<file path="src/rtl/mem_wb_skid_reg.sv">
// -----------------------------------------------------------------------------
// mem_wb_skid_reg
//   MEM->WB pipeline stage register with a valid/ready handshake and a
//   one-entry skid buffer. ready_o is a flop, so there is no combinational
//   path from ready_i to ready_o. The block also provides:
//     - synchronous flush of both held entries
//     - zero-register write guard on reg_write_o
//     - writeback mux and a forwarding bus back to EX
//     - a wrapping retire counter
//
// Parameters
//   XLEN       data path width
//   RA_W       register address width
//   ZERO_GUARD 1: suppress register writes to x0
//              0: pass reg_write through unchanged
//   CNT_W      retire counter width
//
// Ports
//   clk_i, rst_i (sync, active-high), flush_i
//   Upstream:  valid_i, ready_o, alu_result_i, mem_data_i, rd_addr_i,
//              reg_write_i, mem_to_reg_i
//   Downstream: valid_o, ready_i, alu_result_o, mem_data_o, rd_addr_o,
//              reg_write_o, mem_to_reg_o, wb_data_o
//   Forwarding: fwd_valid_o, fwd_addr_o, fwd_data_o
//   Status:    occupancy_o (0..2), retired_o
// -----------------------------------------------------------------------------
module mem_wb_skid_reg #(
  parameter int XLEN       = 32,
  parameter int RA_W       = 5,
  parameter int ZERO_GUARD = 1,
  parameter int CNT_W      = 16
) (
  input  logic             clk_i,
  input  logic             rst_i,
  input  logic             flush_i,
  input  logic             valid_i,
  output logic             ready_o,
  input  logic [XLEN-1:0]  alu_result_i,
  input  logic [XLEN-1:0]  mem_data_i,
  input  logic [RA_W-1:0]  rd_addr_i,
  input  logic             reg_write_i,
  input  logic             mem_to_reg_i,
  output logic             valid_o,
  input  logic             ready_i,
  output logic [XLEN-1:0]  alu_result_o,
  output logic [XLEN-1:0]  mem_data_o,
  output logic [RA_W-1:0]  rd_addr_o,
  output logic             reg_write_o,
  output logic             mem_to_reg_o,
  output logic [XLEN-1:0]  wb_data_o,
  output logic             fwd_valid_o,
  output logic [RA_W-1:0]  fwd_addr_o,
  output logic [XLEN-1:0]  fwd_data_o,
  output logic [1:0]       occupancy_o,
  output logic [CNT_W-1:0] retired_o
);

  typedef struct packed {
    logic [XLEN-1:0] alu;
    logic [XLEN-1:0] mem;
    logic [RA_W-1:0] rd;
    logic            rw;
    logic            m2r;
  } entry_t;

  // The encoding equals the number of held entries, so it doubles as occupancy.
  typedef enum logic [1:0] {
    ST_EMPTY = 2'd0,
    ST_ONE   = 2'd1,
    ST_FULL  = 2'd2
  } state_t;

  state_t           state_q, state_d;
  entry_t           out_q, out_d;
  entry_t           skd_q, skd_d;
  entry_t           in_s;
  logic             ready_q, ready_d;
  logic [CNT_W-1:0] retired_q, retired_d;
  logic             accept_s;
  logic             consume_s;
  logic             valid_s;
  logic             guard_s;

  // Selects the writeback source for an entry.
  function automatic logic [XLEN-1:0] wb_sel(input entry_t e);
    return e.m2r ? e.mem : e.alu;
  endfunction

  assign in_s      = '{alu: alu_result_i, mem: mem_data_i, rd: rd_addr_i,
                       rw: reg_write_i, m2r: mem_to_reg_i};
  assign valid_s   = (state_q != ST_EMPTY);
  assign accept_s  = valid_i & ready_q;
  assign consume_s = valid_s & ready_i;

  // Next-state, payload movement and ready computation.
  always_comb begin
    state_d   = state_q;
    out_d     = out_q;
    skd_d     = skd_q;
    retired_d = consume_s ? (retired_q + CNT_W'(1'b1)) : retired_q;
    case (state_q)
      ST_EMPTY: begin
        if (accept_s) begin
          out_d   = in_s;
          state_d = ST_ONE;
        end else begin
          state_d = ST_EMPTY;
        end
      end
      ST_ONE: begin
        if (accept_s && consume_s) begin
          out_d   = in_s;
          state_d = ST_ONE;
        end else if (accept_s) begin
          skd_d   = in_s;
          state_d = ST_FULL;
        end else if (consume_s) begin
          state_d = ST_EMPTY;
        end else begin
          state_d = ST_ONE;
        end
      end
      ST_FULL: begin
        // ready_q is low here, so the input is never taken in this state.
        if (consume_s) begin
          out_d   = skd_q;
          state_d = ST_ONE;
        end else begin
          state_d = ST_FULL;
        end
      end
      default: begin
        state_d = ST_EMPTY;
      end
    endcase
    // Flush drops any accept from this cycle and clears validity only;
    // payload keeps its old contents and the counter still sees the consume.
    if (flush_i) begin
      state_d = ST_EMPTY;
      out_d   = out_q;
      skd_d   = skd_q;
    end else begin
      state_d = state_d;
    end
    ready_d = (state_d != ST_FULL);
  end

  // State, payload, ready and counter registers with synchronous reset.
  always_ff @(posedge clk_i) begin
    if (rst_i) begin
      state_q   <= ST_EMPTY;
      out_q     <= '0;
      skd_q     <= '0;
      ready_q   <= 1'b1;
      retired_q <= '0;
    end else begin
      state_q   <= state_d;
      out_q     <= out_d;
      skd_q     <= skd_d;
      ready_q   <= ready_d;
      retired_q <= retired_d;
    end
  end

  assign guard_s      = (ZERO_GUARD != 0) && (out_q.rd == '0);
  assign ready_o      = ready_q;
  assign valid_o      = valid_s;
  assign alu_result_o = out_q.alu;
  assign mem_data_o   = out_q.mem;
  assign rd_addr_o    = out_q.rd;
  assign mem_to_reg_o = out_q.m2r;
  assign reg_write_o  = out_q.rw & valid_s & ~guard_s;
  assign wb_data_o    = wb_sel(out_q);
  assign fwd_valid_o  = reg_write_o;
  assign fwd_addr_o   = out_q.rd;
  assign fwd_data_o   = wb_data_o;
  assign occupancy_o  = state_q;
  assign retired_o    = retired_q;

endmodule
</file>
<file path="config.mk">
export PLATFORM = sky130hd
export DESIGN_NAME = mem_wb_skid_reg
export DESIGN_NICKNAME = d
export VERILOG_FILES = /design/src/rtl/mem_wb_skid_reg.sv
export SDC_FILE = /design/constraint.sdc
export NUM_CORES = 1
export LEC_CHECK = 0
export ABC_AREA = 1
export BUFFER_PORTS_ARGS = -buffer_cell sky130_fd_sc_hd__buf_2
export CAP_MARGIN = 25
export CORE_ASPECT_RATIO = 2
export CORE_MARGIN = 5
export CORE_UTILIZATION = 55
export CTS_BUF_LIST = sky130_fd_sc_hd__clkbuf_8
export CTS_CLUSTER_DIAMETER = 40
export DETAILED_ROUTE_END_ITERATION = 8
export PLACE_DENSITY = 0.89
export SLEW_MARGIN = 25
export SYNTH_ARGS = -nofsm -noshare
export SYNTH_HDL_FRONTEND = slang
export SYNTH_SLANG_ARGS = --single-unit
</file>
<file path="constraint.sdc">
create_clock -name clk_i -period 4 [get_ports clk_i]
set_input_delay 0.2 -clock clk_i [delete_from_list [all_inputs] [get_ports clk_i]]
set_output_delay 0.2 -clock clk_i [all_outputs]
set_load 0.02 [all_outputs]
</file>
==> out/summary.txt, run 1 <==
Cell accounting for the most synthesized area: dfxtp_1
Final worst path period share: 0.621
Clock sink count: 161
Most frequent cells after synthesis: nand2_1 (314), nor2_1 (240), dfxtp_1 (161)
Min-delay src: mem_data_i[3]
Die height: 184 microns
Fin Setup TNS: 0 ns
Worst reg2reg startpoint: occupancy_o[0]
Die area: 17800 sq um
# nets final: 1420
Final setup fails: 0
Crit-path cells: nor2_1 -> nor2_2 -> ha_1 -> nand3b_1 -> nor2_1 -> nand2_4 -> buf_4 -> o21ai_0 -> a21oi_1
Worst reg-to-reg setup slack: 1.52 ns
Antenna violations before repair: 7
# Post-CTS Setup Buffers: 0
Ys Warns: 0
Post-synthesis register bit count: 161
Power Density: 391 nW/um^2
Synth Instances: 1247
Port Buffers: 236
Clock root buffer: clkbuf_8
Post-cts repair resize count: 0
Initial detailed-routing violation count: 367
FMAX: 403 MHz
Cell area after layout: 9130 sq um
Filler instances: 1448
Clk buf depth: 2
Final ANT Viol Nets: 0
Post-Route WL: 20.5 mm
Starting density of the core: 0.560
H-tree depth: 4
Die width: 96.8 microns
Slew HR: 0.417
Maximum VDD drop: 326 uV
Std-Cell Rows: 63
I/O pin count: 237
Crit path max fanout: 58
Setup Skew: 0.0148 ns
CTS Buf Count: 17
Arrival time of the worst setup path: 2.88 ns
Synth cell types: 23
Power Total: 3.57 mW
Routed len/inst: 13.2 microns
Non-Filler Instances: 1555
Share of cells above drive strength 1: 0.232
DRT Pass-1 Iters: 5
DP Wirelength: 14.9 mm
Clock Latency Late Sink: 0.45 ns
Most frequent cell after synthesis: nand2_1
Top-area cell type share of the netlist area: 0.388
Routability cong.: 0.859
CP endpoint kind: register
Area grow syn2layout: 10.0%
Mapped cell area: 8300 sq um
Status: finished, final reports clean
Critical path class: register to register
Leakage Power: 4.74 nW
Synth top area cells: dfxtp_1 (39%), nand2_1 (14%), nor2_1 (11%)
Fin crit period: 2.48 ns
Routed via count: 7488
Top Family by Delay on Critical Path: simple AND/OR/NAND/NOR gates
Grt total ovfl: 0
Slowest cell delay on critical path: 0.50 ns
Vias per cell: 4.82
Asr flop ratio synth: 0
Max Cap Viol: 0
Cell mode on critical path: nor2_1
Final hold violations: 0
Mapped Nets: 1326
RSZ-0062 raised after global routing: no
Worst Tran Pin Value: 0.874 ns
Most common flop cell mapped by yosys: dfxtp_1
Vias in the first global route: 7066
DRC Markers: 0
Hold Crit Class: primary input to register
Startpoint Class: register
Worst slack at placement: 1.56 ns
GRT Util Overall: 0.228
CP bufs+invs: 1
Critical path origin: occupancy_o[0]
Worst path required time: 4.39 ns
Post-cts hold buffer count: 6
Slew Limit Fails: 0
Setup ws final: 1.52 ns
Core area: 14800 sq um
Post-synth EDFFs: 0
Placed cell area: 8680 sq um
Largest net degree at the start of global routing: 143
Slowest cell on crit path: buf_4
CTS tree: yes
Placed Instances: 1511
Syn Area/Cell: 6.65 sq um
Sequential element share of the synthesized area: 0.388
Clk slew on worst S/H paths: 0.09 ns
First-pass GRT wire length: 33.8 mm
==> metrics by stage <==
step | util | hold slack, ns
detailed placement | 0.586 | 0.437
finish | 0.616 | 0.0184
floorplan | - | 0.272
global route | 0.616 | 0.0193
global placement | 0.586 | 0.431
CTS | 0.615 | 0.000347
==> flip-flops by register name (all words and copies together) (netlist names) <==
| signal | count |
|---|---|
| mem_to_reg_o | 1 |
| fwd_addr_o | 5 |
| alu_result_o | 32 |
| skd_q | 71 |
| ready_o | 1 |
| occupancy_o | 2 |
| retired_o | 16 |
| out_q | 1 |
| mem_data_o | 32 |
==> per-layer routing <==
layer  vias to the layer above  track usage  wire, microns
li1                       3899            -              -
met3                        60       0.0592           1200
met1                      3280        0.250           7760
met2                       245        0.398          10600
met5                         -            0             14
met4                         4        0.130            908
==> placed cells by master, fill, tap and decap left out, drive strengths merged <==
cell / instances
dlygate4sd3: 6
o21a: 1
nand4: 5
ha: 3
nor3: 4
a21oi: 46
inv: 138
o211ai: 1
clkinvlp: 4
nand3: 11
bufinv: 1
nand2: 314
clkinv: 5
dfxtp: 161
buf: 241
nor3b: 1
nand3b: 1
o21ai: 118
clkbuf: 17
o221ai: 1
mux2: 32
nor2: 242
diode: 7
==> cell families (layout without fill, tap and decap cells) <==
kind of cell,Yosys count,count (layout),share of synthesized area
muxes,32,32,0.0434
buffers and inverters,306,412,0.195
other,0,7,0
and+or+nand+nor,578,578,0.267
AOI/OAI and AO/OA,167,167,0.102
adders and majority gates,3,3,0.00452
DFF,161,161,0.388
==> report_power, final <==
group	internal (mW)	switching (mW)
Clock	0.497	0.633
Sequential	1.68	0.0676
Combinational	0.248	0.439
==> worst paths after layout <==
path	cells past startpoint	end
worst max-delay path	9	skd_q[59]
worst min-delay path	3	skd_q[10]
worst max register to register	9	skd_q[59]
worst min register to register	2	skd_q[41]
==> worst register-to-register path: stages (launching register included) <==
cell and delay (ns):
dfxtp_1 0.44, nor2_1 0.11, nor2_2 0.25, ha_1 0.19, nand3b_1 0.12, nor2_1 0.08, nand2_4 0.39, buf_4 0.52
o21ai_0 0.18, a21oi_1 0.16
==> area by class of cell <==
cell class                      count  area, sq um  area share
Sequential cell                   161         3220       0.353
Tap cell                          195          244      0.0267
Antenna cell                        7         17.5     0.00192
Timing Repair Buffer              247         1290       0.141
Clock buffer                       17          234      0.0256
Multi-Input combinational cell    780         3480       0.381
Clock inverter                     14          134      0.0147
Inverter                          134          505      0.0554
(Power assumes the default switching activity.)
==> run 2, diff against run 1 <==
--- a/config.mk
+++ b/config.mk
@@ -10,11 +10,11 @@
 export CAP_MARGIN = 25
 export CORE_ASPECT_RATIO = 2
 export CORE_MARGIN = 5
-export CORE_UTILIZATION = 55
+export CORE_UTILIZATION = 54
 export CTS_BUF_LIST = sky130_fd_sc_hd__clkbuf_8
 export CTS_CLUSTER_DIAMETER = 40
 export DETAILED_ROUTE_END_ITERATION = 8
-export PLACE_DENSITY = 0.89
+export PLACE_DENSITY = 0.87
 export SLEW_MARGIN = 25
 export SYNTH_ARGS = -nofsm -noshare
 export SYNTH_HDL_FRONTEND = slang
==> constraint.sdc (replaced) <==
create_clock -name clk_i -period 2.3 [get_ports clk_i]
set_input_delay 0.115 -clock clk_i [delete_from_list [all_inputs] [get_ports clk_i]]
set_output_delay 0.115 -clock clk_i [all_outputs]
set_load 0.02 [all_outputs]
==> out/summary.txt, run 2 (same netlist as run 1, synthesis figures left out) <==
Status: finished, final reports clean
Clk slew on worst S/H paths: 0.10 ns
Routed via count: 7995
Startpoint Class: register
Vias per cell: 4.88
Crit path max fanout: 6
Final ANT Viol Nets: 0
Fin Setup TNS: 0 ns
Final worst path period share: 0.916
Die area: 18100 sq um
Vias in the first global route: 7439
Biggest register: skd_q
I/O pin count: 237
Routability cong.: 0.915
CTS Buf Count: 17
Grt total ovfl: 0
Post-Route WL: 21.6 mm
Maximum VDD drop: 423 uV
Slew Limit Fails: 0
Die height: 185 microns
Clock sink count: 161
WL met3: 1.31 mm
RSZ-0062 raised after global routing: no
FMAX: 475 MHz
Port Buffers: 236
Largest register FFs: 71
Hold Crit Class: primary input to register
DP Wirelength: 15.1 mm
Final hold violations: 0
Fin crit period: 2.11 ns
Power Density: 651 nW/um^2
H-tree depth: 4
# nets final: 1502
Wire length on met1: 8.07 mm
CP endpoint kind: register
Clock Latency Late Sink: 0.45 ns
DRT Pass-1 Iters: 5
CTS tree: yes
Worst slack at placement: 0.300 ns
Starting density of the core: 0.545
Core area: 15200 sq um
Clock root buffer: clkbuf_8
Commonest non-fill, non-tap cell in the layout: nand2_1
Worst path required time: 2.65 ns
Max Cap Viol: 0
Initial detailed-routing violation count: 408
Leakage Power: 5.16 nW
Clk buf depth: 2
Setup ws final: 0.193 ns
Critical path class: register to register
Routed len/inst: 13.2 microns
Most frequent cells in the layout: nand2_1 (311), nor2_1 (240), buf_2 (236), dfxtp_1 (158), inv_1 (130)
Largest net degree at the start of global routing: 103
Antenna violations before repair: 4
DRC Markers: 0
Setup Skew: 0.0147 ns
Area grow syn2layout: 20.8%
Final setup fails: 0
Top routing layer used: met4
Share of cells above drive strength 1: 0.231
Die width: 97.6 microns
Met2 wire len: 11.2 mm
Std-Cell Rows: 64
First-pass GRT wire length: 34.8 mm
Worst Tran Pin Value: 0.653 ns
GRT Util Overall: 0.233
Slew HR: 0.564
Arrival time of the worst setup path: 2.45 ns
## run 2: cell types whose count changed in the layout (fill, tap and decap cells not counted), sizes merged
cell	before	now
clkinvlp	4	0
clkinv	5	7
diode	7	5
bufinv	1	2
buf	241	255
dlygate4sd3	6	74
inv	138	140
## run 2: where the power goes
part | switching [mW] | internal (mW)
Sequential | 0.110 | 2.92
Clock | 1.15 | 1.00
Combinational | 0.805 | 0.532
## run 2: timing repair
action | 4_1_cts | 5_1_grt
setup buffers | 0 | 0
hold buffers | 74 | 0
hold endpoints to repair | 76 | 0
endpoints found under the setup margin | 0 | 1
gates resized for setup | 0 | 3
## run 2: path summary, 6_finish.rpt
| check | start | end | slack [ns] | depth (start not counted) |
|---|---|---|---|---|
| hold / removal | ready_i | retired_o[0] | 0.04 | 3 |
| hold reg to reg | skd_q[49] | skd_q[49] | 0.45 | 2 |
| setup / recovery | occupancy_o[0] | occupancy_o[0] | 0.19 | 9 |
| setup reg to reg | occupancy_o[0] | occupancy_o[0] | 0.19 | 9 |
## run 2: metrics by stage
stage / instances / hold slack (ns) / cell area [sq um] / util / total power [mW]
after floorplan: 1247 / 0.187 / 8300 / - / 4.11
after global placement: 1528 / 0.382 / 8850 / 0.582 / 4.30
after detailed placement: 1528 / 0.389 / 8850 / 0.582 / 4.33
after CTS: 1634 / 0.0134 / 10000 / 0.658 / 6.56
after global routing: 1638 / 0.0319 / 10000 / 0.659 / 6.84
final: 1639 / 0.0366 / 10000 / 0.659 / 6.52
## run 2: layout make-up
class | count | area [sq um]
sequential | 161 | 3230
tap | 198 | 248
inverter | 134 | 505
fill | 1299 | 5190
antenna | 5 | 12.5
multi-input combinational | 780 | 3480
clock inverter | 15 | 180
timing repair buffer | 329 | 2140
clock buffer | 17 | 234
## run 2: critical path: stages (launching register included)
cell and delay, ns:
dfxtp_2 0.39, inv_2 0.07, nand2_1 0.20, nand2_2 0.13, ha_1 0.31, nand3_1 0.08
o221ai_1 0.11, nand2_1 0.10, nor2_1 0.05, dlygate4sd3_1 0.55
## run 2: layer usage
| layer | up-vias | GRT usage |
|---|---|---|
| li1 | 4058 | - |
| met1 | 3569 | 0.247 |
| met5 | - | 0 |
| met4 | 0 | 0.124 |
| met3 | 71 | 0.0577 |
| met2 | 297 | 0.421 |
==> run 3, diff against run 2 <==
--- a/config.mk
+++ b/config.mk
@@ -5,12 +5,11 @@
 export SDC_FILE = /design/constraint.sdc
 export NUM_CORES = 1
 export LEC_CHECK = 0
-export ABC_AREA = 1
 export BUFFER_PORTS_ARGS = -buffer_cell sky130_fd_sc_hd__buf_2
 export CAP_MARGIN = 25
 export CORE_ASPECT_RATIO = 2
 export CORE_MARGIN = 5
-export CORE_UTILIZATION = 54
+export CORE_UTILIZATION = 53
 export CTS_BUF_LIST = sky130_fd_sc_hd__clkbuf_8
 export CTS_CLUSTER_DIAMETER = 40
 export DETAILED_ROUTE_END_ITERATION = 8
==> out/summary.txt, run 3 <==
Asr flop ratio synth: 0
CP endpoint kind: register
Crit path capture: skd_q[19]
Clk slew on worst S/H paths: 0.09 ns
Synth top area cells: dfxtp_1 (42%), buf_4 (11%), mux2i_1 (9.2%)
Die width: 95.2 microns
Arrival time of the worst setup path: 2.49 ns
Simple-gate share of the synthesized area: 0.141
Vias in the first global route: 6690
Die height: 180 microns
Non-Filler Instances: 1272
Std-Cell Rows: 62
DP Wirelength: 14.4 mm
Final hold violations: 0
Setup Skew: 0.0170 ns
Syn Area/Cell: 8.75 sq um
Most frequent cell after synthesis: dfxtp_1
Worst r2r path cells: 8
Worst Tran Pin Value: 0.719 ns
Cell accounting for the most synthesized area: dfxtp_1
GRT Util Overall: 0.252
Clock root buffer: clkbuf_8
DRT Pass-1 Iters: 5
Post-synthesis register bit count: 161
Synth Instances: 879
Placed Instances: 1156
Critical path class: register to register
First-pass GRT wire length: 34.1 mm
Commonest non-fill, non-tap cell in the layout: buf_2
Worst reg-to-reg setup slack: 0.09 ns
Xor/xnor share of the synthesized area: 0.0114
Critical path origin: occupancy_o[1]
Share of cells above drive strength 1: 0.330
Crit path max fanout: 40
Initial detailed-routing violation count: 390
Sequential element share of the synthesized area: 0.419
FMAX: 452 MHz
Cell area after layout: 9660 sq um
Most frequent cells after synthesis: dfxtp_1 (161), nand2_1 (152), buf_4 (110)
Worst path required time: 2.58 ns
Top-area cell type share of the netlist area: 0.419
WL met3: 1.27 mm
Routability cong.: 0.876
Wire length on met1: 8.39 mm
Placed cell area: 8300 sq um
Synth Area in Adders: 0.00488
Critical R2R Capture: skd_q[19]
Synth cell types: 38
Largest net degree at the start of global routing: 72
Core area: 14400 sq um
Post-Route WL: 22.7 mm
Routed via count: 6869
Vias per cell: 5.40
Most common flop cell mapped by yosys: dfxtp_1
Status: finished, final reports clean
Post-synthesis compound-gate area fraction: 0.136
Port Buffers: 236
Top routing layer used: met4
CTS tree: yes
Multiplexer area fraction after synthesis: 0.145
Worst reg2reg startpoint: occupancy_o[1]
I/O pin count: 237
Startpoint Class: register
CTS Buf Count: 17
Starting density of the core: 0.536
Clock sink count: 161
Max Cap Viol: 0
Clock Latency Late Sink: 0.44 ns
Routed len/inst: 17.8 microns
Post-synth EDFFs: 0
Maximum VDD drop: 433 uV
Antenna violations before repair: 1
Hold Crit Class: primary input to register
Die area: 17200 sq um
Largest family of logic cells by synthesized area: multiplexers
DRC Markers: 0
Ys Warns: 0
Leakage Power: 4.58 nW
Final setup fails: 0
Final ANT Viol Nets: 0
Slew HR: 0.521
Final worst path period share: 0.962
Mapped Nets: 958
Biggest register: skd_q
Area grow syn2layout: 25.5%
Slew Limit Fails: 0
Power Total: 6.50 mW
Met2 wire len: 12.0 mm
Most frequent cells in the layout: buf_2 (235), dfxtp_1 (158), nand2_1 (151), nor2_1 (86), a21oi_1 (73)
RSZ-0062 raised after global routing: yes
H-tree depth: 4
Fin crit period: 2.21 ns
Clk buf depth: 2
Grt total ovfl: 0
Mapped cell area: 7690 sq um
Power Density: 673 nW/um^2
Largest register FFs: 71
# nets final: 1145
[run 3: worst min path at each step]
stage                      from  slack (ns)  depth (start not counted)              to
5_1_grt                 ready_i        0.11                          3  occupancy_o[1]
3_5_place_dp     mem_data_i[15]        0.37                          3       skd_q[22]
3_3_place_gp   alu_result_i[12]        0.37                          3       skd_q[51]
2_1_floorplan      mem_to_reg_i        0.25                          2        skd_q[0]
4_1_cts                 ready_i        0.05                          4    retired_o[1]
6_report                ready_i        0.11                          4    retired_o[1]
[run 3: cells by family (layout without fill, tap and decap cells)]
logic type / Yosys count / after routing
AND/OR/NAND/NOR: 267 / 267
buffers and inverters: 177 / 376
flip-flops: 161 / 161
AO/OA/AOI/OAI: 154 / 155
multiplexers: 107 / 107
XOR/XNOR: 10 / 10
adder cells (fa/ha/maj): 3 / 3
other: 0 / 1
[run 3: power by group]
part	internal, mW	switching (mW)	total [mW]	leakage, nW
registers	2.90	0.113	3.01	1.31
clock network	1.14	1.13	2.28	0.217
logic	0.496	0.711	1.21	3.05
[run 3: area by class of cell]
| type | count | area (sq um) |
|---|---|---|
| fillers | 1057 | 4690 |
| clock buffers | 18 | 248 |
| diodes | 1 | 2.50 |
| flip-flops and latches | 161 | 3230 |
| well taps | 192 | 240 |
| clock inverters | 14 | 191 |
| multi-input cells | 542 | 3440 |
| inverters | 7 | 26.3 |
| repair buffers | 337 | 2280 |
[run 3: repair_timing]
action,4_1_cts,5_1_grt
hold buffers,72,0
pin swaps,0,0
gates cloned,1,4
gates resized for setup,1,9
endpoints found under the setup margin,11,115
endpoints found under the hold margin,75,0
buffers inserted,3,3
[run 3: routing by layer]
layer,global-route usage,vias to the layer above
met5,0,-
met4,0.132,0
met3,0.0451,66
met2,0.447,302
met1,0.275,3233
li1,-,3268
[run 3: critical path, cell delays in order (launching register included)]
cell     delay, ns
dfxtp_2       0.33
or2_1         0.25
nand2_2       0.11
inv_2         0.07
ha_4          0.18
or4_2         0.73
buf_12        0.22
nand2_1       0.09
a21oi_1       0.07
[run 3: per-stage QoR]
step | setup TNS [ns] | utilization | worst slack (ns) | hold WS, ns
finish | 0 | 0.673 | 0.0882 | 0.112
global route | -0.0591 | 0.673 | -0.0457 | 0.106
CTS | 0 | 0.663 | 0.0242 | 0.0509
detailed placement | 0 | 0.578 | 0.0194 | 0.373
global placement | 0 | 0.578 | 0.121 | 0.366
floorplan | 0 | - | 0.0146 | 0.251
